==> config.mk <==
export PLATFORM = sky130hd
export DESIGN_NAME = fetch_unit
export DESIGN_NICKNAME = d
export VERILOG_FILES = /design/src/rtl/fetch_unit.sv
export SDC_FILE = /design/constraint.sdc
export NUM_CORES = 1
export LEC_CHECK = 0
export CAP_MARGIN = 10
export CELL_PAD_IN_SITES_DETAIL_PLACEMENT = 1
export CELL_PAD_IN_SITES_GLOBAL_PLACEMENT = 1
export CORE_MARGIN = 8
export CORE_UTILIZATION = 32
export DETAILED_ROUTE_END_ITERATION = 16
export PLACE_DENSITY = 0.78
export SLEW_MARGIN = 20
export SYNTH_ARGS = -nofsm -noshare
export SYNTH_HDL_FRONTEND = slang
export SYNTH_SLANG_ARGS = --single-unit
==> constraint.sdc <==
create_clock -name clk -period 2.2 [get_ports clk]
set_input_delay 0.55 -clock clk [delete_from_list [all_inputs] [get_ports clk]]
set_output_delay 0.55 -clock clk [all_outputs]
set_load 0.01 [all_outputs]
==> src/rtl/fetch_unit.sv <==
// Instruction-fetch stage: owns the PC, issues instruction-memory requests and
// fills the IF/ID register, honouring redirects, load-use stalls and memory wait states.
module fetch_unit #(
  parameter int              PC_W     = 18,
  parameter logic [PC_W-1:0] RESET_PC = '0,
  parameter logic [31:0]     NOP_WORD = 32'h0000_0000,
  parameter int              MAX_WAIT = 16
) (
  input  logic            clk,
  input  logic            rst_n,
  output logic            imem_req,
  output logic [PC_W-1:0] imem_addr,
  input  logic            imem_ready,
  input  logic [31:0]     imem_rdata,
  input  logic            stall,
  input  logic            redirect,
  input  logic [PC_W-1:0] redirect_pc,
  output logic [31:0]     if_id_instr,
  output logic [PC_W-1:0] if_id_pc4,
  output logic            if_id_valid,
  output logic [5:0]      opcode,
  output logic [5:0]      funct,
  output logic            fetch_err
);

  typedef enum logic {BOOT, FETCH} state_t;

  localparam logic [7:0] MAX_WAIT_C = MAX_WAIT[7:0];

  state_t          state;
  logic [PC_W-1:0] pc;
  logic [PC_W-1:0] pc_plus4;
  logic [7:0]      wait_cnt;

  function automatic logic [7:0] sat_inc(input logic [7:0] cnt);
    sat_inc = (cnt >= MAX_WAIT_C) ? MAX_WAIT_C : cnt + 8'd1;
  endfunction

  // Wraps modulo 2^PC_W; this wrapped value is also the jal link value.
  assign pc_plus4  = pc + PC_W'(4);
  assign imem_addr = pc;
  assign opcode    = if_id_instr[31:26];
  assign funct     = if_id_instr[5:0];

  always_ff @(posedge clk or negedge rst_n) begin
    if (!rst_n) begin
      state       <= BOOT;
      imem_req    <= 1'b0;
      pc          <= RESET_PC;
      if_id_instr <= NOP_WORD;
      if_id_pc4   <= '0;
      if_id_valid <= 1'b0;
      wait_cnt    <= '0;
      fetch_err   <= 1'b0;
    end else begin
      case (state)
        BOOT: begin
          state    <= FETCH;
          imem_req <= 1'b1;
        end
        FETCH: begin
          imem_req <= 1'b1;
          if (redirect) begin
            pc          <= {redirect_pc[PC_W-1:2], 2'b00};
            if_id_instr <= NOP_WORD;
            if_id_valid <= 1'b0;
            wait_cnt    <= '0;
          end else if (stall) begin
            // Returned word is dropped; the same address is re-presented.
          end else if (imem_ready) begin
            pc          <= pc_plus4;
            if_id_instr <= imem_rdata;
            if_id_pc4   <= pc_plus4;
            if_id_valid <= 1'b1;
            wait_cnt    <= '0;
          end else begin
            if_id_instr <= NOP_WORD;
            if_id_valid <= 1'b0;
            wait_cnt    <= sat_inc(wait_cnt);
            if (sat_inc(wait_cnt) >= MAX_WAIT_C) fetch_err <= 1'b1;
          end
        end
        default: state <= BOOT;
      endcase
    end
  end

endmodule

==> reports/qor.csv <==
metric,value,unit
regArea,1880,um^2
antenna_found_initial,0,
r2r_cells,5,
h-tree-depth,3,
final_nets,551,
cts_buffers,9,
crit_chain,clkdlybuf4s50_1,
layout-area-overhead-vs-synth,44.9,%
start_kind,register,
setup.worst_path.start,imem_addr[9],
clockRootBuffer,clkbuf_8,
slew_headroom,58.5,%
critPathCaptureType,output pin,
syn_area,3580,um^2
finalHoldWorstSlack,181,ps
clk_pin_slew,90,ps
synthAdderAreaFrac,1.05,%
vdd_drop_max,333,uV
holdBufCountCts,0,
fin_tns_setup,0,ps
ys_seq_area_share,52.4,%
cts_resized,0,
synth_edf_count,0,
cp.required,1650,ps
hp-class,in -> async,
synth_top_family_by_area,simple AND/OR/NAND/NOR gates,
multiInputGateArea,1470,um^2
synth_compound_area_share,14.8,%
cts_tree,done,
synth-seq-cells,75,
clock_sinks,75,
drive_gt1_share,7.43,%
cts_buffer_depth,2,
internal-power,2.71,mW
finClkSkew,5.01,ps
grt_pass1_vias,3438,
syn_area_per_cell,9.41,um^2
maxSlewViolCount,0,
die_h,122,um
period_share,95.0,%
grt_pass1_wl,18.1,mm
worst_pin_slew,616,ps
yosys-top-cells-count,"77 x nand2_1, 75 x dfrtp_1, 47 x o21ai_0, 23 x nand3_1",
power_leakage,2.21,nW
cpPeakStageDelay,640,ps
grt_overflow,0,
r2r_slack,350,ps
initial_core_util,32.9,%
worstReg2RegEnd,imem_addr[14],
critPathBufInv,1,
drt_iter0_drc,249,
switching_share,30.0,%
final_hold_viol_count,0,
rsz0062_at_grt,false,
final_core_util,47.7,%
power_frac_comb,23.9,%
num_antenna_cells,0,
critPathKind,reg -> out,
setup_viol,0,
yosys-top-cells-area,"dfrtp_1 52%, nand2_1 8.1%, o21ai_0 6.6%, buf_4 3.4%, nand3_1 3.2%",
synth-main-ff-cell,dfrtp_1,
vias,3195,
io_pins,138,
crit_end,imem_addr[9],
maxCapViolations,0,
async_reset_ff_share,100,%
dieWidth,122,um
yosysTopAreaCellShare,52.4,%
ys_warn_count,0,
status,"complete, no violations",
rr_startpoint,imem_addr[2],
synth_top_area_cell,dfrtp_1,
clock_power_share,31.6,%
critPathTopFamily,buffers and inverters,
grt_max_degree,64,
p_seq_share,44.5,%
numPortBuffers,131,
synth_cell_type_count,50,
critPathMaxFanout,10,
row_count,38,
wire_per_inst,17.7,um
post-synth-top-count-cell,nand2_1,
viasPerCell,5.01,
yosys.area_share.xor_xnor,2.44,%
n_fill_cell,1239,
slowest_stage,clkdlybuf4s50_1,
path_depth,1,
wirelength,11.3,mm
die-area,14800,um^2
cts_setup_buffers,0,
place_hpwl,8.30,mm
gp_congestion,0.819,
fmax,479,MHz
drtPass1Iterations,4,
drc,0,
synth-simple-area-share,21.6,%
core_area,10900,um^2
switchingPower,1.16,mW
grt_usage,15.3,%
finalCriticalPeriod,2090,ps
power-per-cell-area,744,nW/um^2
synthMuxAreaShare,0.279,%
drtAntennaViolNets,0,
synthCells,381,
clk_latency,360,ps
cp.arrival,1540,ps
-- flip-flops by register name (all words and copies together), names as in the netlist --
name,flops
if_id_instr,32
if_id_valid,1
imem_addr,16
fetch_err,1
state,1
if_id_pc4,16
wait_cnt,8
-- logic make-up after synthesis --
family / Yosys count
XOR/XNOR: 10
AND/OR/NAND/NOR: 155
multiplexers: 1
adder cells (fa/ha/maj): 3
buffers and inverters: 48
flip-flops: 75
other: 2
AO/OA/AOI/OAI: 87
-- cell usage in the layout (no fill, tap or decap), drive strengths merged, types with 4 or more instances in the layout --
cell type      instances
dfrtp                 75
xnor2                  5
o21ai                 50
and4                   4
nor3                   4
nand2                 77
clkdlybuf4s50        130
nor4                   4
nor2                   9
nand3b                 4
nand3                 23
or3                    4
xor2                   5
a21oi                  8
clkbuf                 9
conb                   5
buf                   13
a22o                  12
inv                    4
and2                   4
and3                   7
nand4                  6
-- metal layers --
layer | track usage [%] | routed length (um) | part of all wire, % | up-vias
li1 | - | - | - | 1529
met1 | 18.9 | 5120 | 45 | 1558
met2 | 24.3 | 5270 | 47 | 95
met3 | 5.69 | 811 | 7.2 | 13
met4 | 4.39 | 99 | 0.88 | 0
met5 | 0 | 0 | 0 | -
-- power by group through the flow --
| stage | sequential [mW] | combinational, mW | clock (mW) |
|---|---|---|---|
| 3_3_place_gp | 1.74 | 0.922 | 0 |
| 5_1_grt | 1.75 | 1.01 | 1.31 |
| 2_1_floorplan | 1.77 | 0.325 | 0 |
| 4_1_cts | 1.72 | 0.946 | 1.25 |
| 6_report | 1.72 | 0.924 | 1.22 |
| 3_5_place_dp | 1.75 | 0.942 | 0 |
-- worst min path at each step --
stage / end / slack [ps]
detailed placement: if_id_valid / 470
CTS: if_id_instr[25] / 190
floorplan: fetch_err / 250
global placement: if_id_instr[10] / 460
finish: if_id_instr[23] / 180
global route: if_id_instr[25] / 210
-- stage by stage --
step	cells	power (mW)	instance area, um^2	setup WS [ps]
after floorplan	384	2.09	3590	525
after global placement	622	2.66	4970	54.8
after detailed placement	622	2.69	4970	-44.2
after CTS	638	3.92	5190	101
after global routing	638	4.08	5190	38.9
final	638	3.87	5190	111
-- cell type report --
class / instances / share of cell area, %
flip-flops and latches: 75 / 36.1
well taps: 140 / 3.37
inverters: 3 / 0.217
clock inverters: 7 / 1.95
multi-input cells: 261 / 28.3
repair buffers: 143 / 27.7
clock buffers: 9 / 2.38
Note: power is estimated with default switching activity, not from simulation.
